## src/rtl/key_debounce.sv

```systemverilog
// key_debounce
// Debounce and edge-detect stage for one active-low push-button.
// The raw pin is synchronized through two flops, then an FSM requires the
// synchronized level to hold for DEB_CNT cycles before the clean level moves.
// A single saturating counter times both the debounce window and the long press.
//
// Optional feature macro: KEY_DEBOUNCE_LONGPRESS_EN
//   defined   : key_long pulses once LONG_CNT cycles after key_press
//   undefined : key_long tied to 0, counter sized for DEB_CNT only
//
// Ports:
//   clk         system clock
//   rst_n       asynchronous active-low reset
//   key         raw button pin, low = pressed
//   key_clean   debounced level, low = pressed
//   key_press   one-cycle pulse when key_clean falls
//   key_release one-cycle pulse when key_clean rises
//   key_long    one-cycle pulse after a long press
//
// state   | meaning
// IDLE    | released, clean level high
// P_FILT  | key_s low, waiting for a stable press
// PRESSED | pressed, clean level low, long-press timing runs
// R_FILT  | key_s high, waiting for a stable release

module key_debounce #(
    parameter int DEB_CNT  = 1_000_000,
    parameter int LONG_CNT = 50_000_000
) (
    input  logic clk,
    input  logic rst_n,
    input  logic key,
    output logic key_clean,
    output logic key_press,
    output logic key_release,
    output logic key_long
);

`ifdef KEY_DEBOUNCE_LONGPRESS_EN
    localparam int CNT_W = $clog2(LONG_CNT + 1);
    localparam logic [CNT_W-1:0] LONG_LAST = CNT_W'(LONG_CNT - 1);
    localparam logic [CNT_W-1:0] LONG_MAX  = CNT_W'(LONG_CNT);
`else
    localparam int CNT_W = $clog2(DEB_CNT);
`endif
    localparam logic [CNT_W-1:0] DEB_LAST = CNT_W'(DEB_CNT - 1);

    typedef enum logic [1:0] {
        IDLE    = 2'd0,
        P_FILT  = 2'd1,
        PRESSED = 2'd2,
        R_FILT  = 2'd3
    } state_t;

    state_t           state;
    logic [CNT_W-1:0] cnt;
    logic             sync1;
    logic             sync2;
    logic             key_s;

    assign key_s = sync2;

    always_ff @(posedge clk or negedge rst_n) begin
        if (!rst_n) begin
            sync1       <= 1'b1;
            sync2       <= 1'b1;
            state       <= IDLE;
            cnt         <= '0;
            key_clean   <= 1'b1;
            key_press   <= 1'b0;
            key_release <= 1'b0;
`ifdef KEY_DEBOUNCE_LONGPRESS_EN
            key_long    <= 1'b0;
`endif
        end else begin
            sync1       <= key;
            sync2       <= sync1;
            key_press   <= 1'b0;
            key_release <= 1'b0;
`ifdef KEY_DEBOUNCE_LONGPRESS_EN
            key_long    <= 1'b0;
`endif
            case (state)
                IDLE: begin
                    if (!key_s) begin
                        state <= P_FILT;
                        cnt   <= '0;
                    end
                end
                P_FILT: begin
                    if (key_s) begin
                        state <= IDLE;
                    end else if (cnt == DEB_LAST) begin
                        state     <= PRESSED;
                        key_clean <= 1'b0;
                        key_press <= 1'b1;
                        cnt       <= '0;
                    end else begin
                        cnt <= cnt + 1'b1;
                    end
                end
                PRESSED: begin
                    if (key_s) begin
                        state <= R_FILT;
                        cnt   <= '0;
                    end
`ifdef KEY_DEBOUNCE_LONGPRESS_EN
                    else begin
                        // Saturating at LONG_CNT makes the compare below true only once.
                        if (cnt < LONG_MAX)
                            cnt <= cnt + 1'b1;
                        if (cnt == LONG_LAST)
                            key_long <= 1'b1;
                    end
`endif
                end
                R_FILT: begin
                    if (!key_s) begin
                        // Bounce back to pressed: long-press timing restarts from zero.
                        state <= PRESSED;
                        cnt   <= '0;
                    end else if (cnt == DEB_LAST) begin
                        state       <= IDLE;
                        key_clean   <= 1'b1;
                        key_release <= 1'b1;
                    end else begin
                        cnt <= cnt + 1'b1;
                    end
                end
                default: begin
                    state <= IDLE;
                    cnt   <= '0;
                end
            endcase
        end
    end

`ifndef KEY_DEBOUNCE_LONGPRESS_EN
    assign key_long = 1'b0;
`endif

endmodule

```

## config.mk

```make
export PLATFORM = sky130hd
export DESIGN_NAME = key_debounce
export DESIGN_NICKNAME = d
export VERILOG_FILES = /design/src/rtl/key_debounce.sv
export SDC_FILE = /design/constraint.sdc
export NUM_CORES = 1
export LEC_CHECK = 0
export BUFFER_PORTS_ARGS = -buffer_cell sky130_fd_sc_hd__buf_4
export CAP_MARGIN = 10
export CELL_PAD_IN_SITES_DETAIL_PLACEMENT = 0
export CELL_PAD_IN_SITES_GLOBAL_PLACEMENT = 1
export CORE_UTILIZATION = 50
export CTS_CLUSTER_DIAMETER = 120
export DETAILED_ROUTE_END_ITERATION = 7
export PLACE_DENSITY = 0.83
export SLEW_MARGIN = 25
export SYNTH_ARGS = -nofsm -noshare
export SYNTH_HDL_FRONTEND = slang
export SYNTH_SLANG_ARGS = --single-unit
export TNS_END_PERCENT = 5
```

## constraint.sdc

```tcl
create_clock -name clk -period 3.85 [get_ports clk]
set_input_delay 0.9625 -clock clk [delete_from_list [all_inputs] [get_ports clk]]
set_output_delay 0.9625 -clock clk [all_outputs]
set_load 0.05 [all_outputs]
```

==> flow_metrics.env <==
export IMPL_num_antenna_cells=0
export IMPL_initial_core_util_pct=52.2
export IMPL_drtAntennaViolNets=0
export IMPL_grt_util_all_layers_pct=25.8
export IMPL_ff2ff_setup_slack_ns=1.37
export IMPL_wl_per_cell_um=17.1
export IMPL_netlist_area_sq_um=1760
export IMPL_drtIter0Drc=150
export IMPL_cap_violations=0
export IMPL_grt_max_degree=28
export IMPL_period_needed_ns=2.48
export IMPL_synth_nets=211
export IMPL_hold_buffers=0
export IMPL_synth_seq_area_share_pct=38.7
export IMPL_placed_cells=243
export IMPL_htreeDepth=1
export IMPL_port_buffers=5
export IMPL_post_cts_resized=0
export IMPL_synthFlopType="dfrtp_1"
export IMPL_drc_errors=0
export IMPL_finalWirelength_mm=4.23
export IMPL_gr_total_overflow=0
export IMPL_cp_end_kind="flip-flop"
export IMPL_syn_area_per_cell_sq_um=8.49
export IMPL_finClkSkew_ns=0.00168
export IMPL_synth_area_leaders="dfrtp_1 34%, xnor2_1 5.5%, dfstp_2 4.5%, nand2_1 4.1%, nor2_1 3.8%"
export IMPL_cts_inserted_buffers=3
export IMPL_grt_pass1_wl_mm=7.13
export IMPL_synth_edf_count=0
export IMPL_gp_congestion=0.866
export IMPL_drive_gt1_share_pct=9.95
export IMPL_clock_fmax_ghz=0.402
export IMPL_flow_area_growth_from_synthesis_pct=3.42
export IMPL_rsz0062_at_grt="false"
export IMPL_drtPass1Iterations=4
export IMPL_yosys_area_top_type_share_pct=34.2
export IMPL_antenna_found_initial=0
export IMPL_cts_path_max_buffers=2
export IMPL_fin_cells=247
export IMPL_ys_types=51
export IMPL_insertion_delay_ns=0.35
export IMPL_post_route_cell_area_sq_um=1820
export IMPL_status="finished clean"
export IMPL_hold_depth=0
export IMPL_crit_fanout=10
export IMPL_vias=1543
export IMPL_synth_top_cell_by_area="dfrtp_1"
export IMPL_die_y_um=61.3
export IMPL_min_to="key_s"
export IMPL_crit_chain="ha_1, nand2_1, nor3_1, a21oi_1, nor2_2, nor2_1"
export IMPL_syn_inst=207
export IMPL_async_reset_ff_share_pct=100
export IMPL_r2r_end="cnt[11]"
export IMPL_worst_setup_path_type="flip-flop to flip-flop"
export IMPL_hold_viol=0
export IMPL_hold_path_class="flip-flop to flip-flop"
export IMPL_cts_tree="yes"
export IMPL_cts_sinks=27
export IMPL_yosysWarnings=0
export IMPL_placed_area_sq_um=1790
export IMPL_path_clk_slew_ns=0.15
export IMPL_synth_seq_cells=27
export IMPL_regToRegStartpoint="cnt[0]"
export IMPL_die_w_um=61.3
export IMPL_reg2reg_depth=6
export IMPL_vdd_ir_drop_max_v=0.000166
export IMPL_critPathLaunchType="flip-flop"
export IMPL_final_nets=206
export IMPL_hpwlAfterDp_mm=2.87
export IMPL_p_leak_uw=0.000657
export IMPL_cp_slowest_cell="nor3_1"
export IMPL_rows=21
export IMPL_slew_viol_final=0
export IMPL_period_share_pct=64.5
export IMPL_vias_per_cell=6.25
export IMPL_slew_headroom_pct=41.7
export IMPL_root_buffer="clkbuf_4"
export IMPL_die_area_sq_um=3750
export IMPL_cellPowerDensity_nw_per_um2=273
export IMPL_arrival_ns=2.73
export IMPL_post_cts_buffers=0
export IMPL_hp_start="sync1"
export IMPL_tightest_slew_ns=0.871
export IMPL_setup_viol=0
export IMPL_fin_tns_setup_ns=0
export IMPL_grt_pass1_vias=1416
export IMPL_max_stage_delay_ns=0.61
export IMPL_io_pin_count=7
export IMPL_coreArea_sq_um=3360
export IMPL_crit_required_ns=4.09
==> stage by stage <==
stage	hold WS, ns	utilization (%)	total power (uW)	setup WS (ns)
after CTS	0.370	54.0	496	1.37
after global routing	0.377	54.0	516	1.13
after detailed placement	0.349	53.2	366	1.38
after global placement	0.347	53.2	364	1.48
final	0.370	54.0	496	1.37
after floorplan	0.345	-	350	1.64
==> kinds of logic after synthesis <==
| logic type | share of synthesized area, % |
|---|---|
| adder cells (fa/ha/maj) | 0.712 |
| XOR/XNOR | 5.48 |
| flip-flops | 38.7 |
| other | 0.213 |
| AND/OR/NAND/NOR | 28.4 |
| buffers and inverters | 5.20 |
| AO/OA/AOI/OAI | 21.3 |
==> metal layers <==
layer	vias up	track usage [%]	wire, um
met5	-	0	0
met4	0	8.77	65
met3	7	3.57	216
met2	52	42.1	2040
met1	727	35.2	1910
li1	757	-	-
==> state kept, by name (all words and copies together) (netlist names), named ones only <==
name,flops
key_press,1
key_clean,1
state,1
sync1,1
cnt,20
key_s,1
key_release,1
==> power breakdown <==
part           total, uW  switching (uW)  internal [uW]
logic               45.1            27.9           17.3
clock network        136            94.6           41.0
registers            315            22.2            293
total                496             145            351
==> worst max path at each step <==
stage	slack, ns	startpoint	to
2_1_floorplan	1.64	cnt[6]	cnt[2]
3_3_place_gp	1.48	cnt[8]	cnt[1]
3_5_place_dp	1.38	cnt[8]	cnt[11]
4_1_cts	1.37	cnt[8]	cnt[11]
5_1_grt	1.13	cnt[0]	cnt[12]
6_report	1.37	cnt[0]	cnt[11]
==> cells in the mapped netlist, drive strengths merged (5+ instances only) <==
master	count
dfrtp	24
nand2	19
nor2	19
clkbuf	14
a21oi	13
nand3	11
xnor2	11
nor3	9
inv	7
nor4	6
o21ai	6
a31oi	5
and3	5
==> placed cells by master, fill, tap and decap left out, types with 2 or more instances in the layout <==
| cell type | count |
|---|---|
| a31oi_1 | 5 |
| o221ai_1 | 2 |
| xnor2_1 | 11 |
| dfstp_2 | 3 |
| o21ai_0 | 6 |
| buf_4 | 5 |
| a21oi_1 | 13 |
| nor2b_1 | 2 |
| nor3_1 | 9 |
| inv_1 | 7 |
| or4_1 | 2 |
| or2_2 | 3 |
| dfrtp_1 | 24 |
| nand2b_1 | 4 |
| and3_1 | 5 |
| nor2_1 | 18 |
| o311ai_0 | 2 |
| o2111ai_1 | 2 |
| o32ai_1 | 4 |
| a311o_1 | 2 |
| nand2_1 | 19 |
| nor4_1 | 5 |
| clkbuf_4 | 3 |
| a311oi_1 | 2 |
| o31a_1 | 3 |
| a21o_1 | 2 |
| nand3_1 | 11 |
| a211oi_1 | 2 |
| nand4_1 | 3 |
==> critical path: cells and delay by family (launching register included) <==
family / cells / cell delay, ns
simple gates: 4 / 1.22
flops: 1 / 0.50
fa+ha+maj: 1 / 0.37
compound gates: 1 / 0.29
==> cell type report <==
cell class | count | area, sq um
tap | 46 | 57.6
multi-input combinational | 157 | 986
sequential | 27 | 679
clock buffer | 4 | 26.3
fill | 348 | 1550
inverter | 8 | 30.0
timing repair buffer | 5 | 37.5
Note: power is estimated with default switching activity, not from simulation.
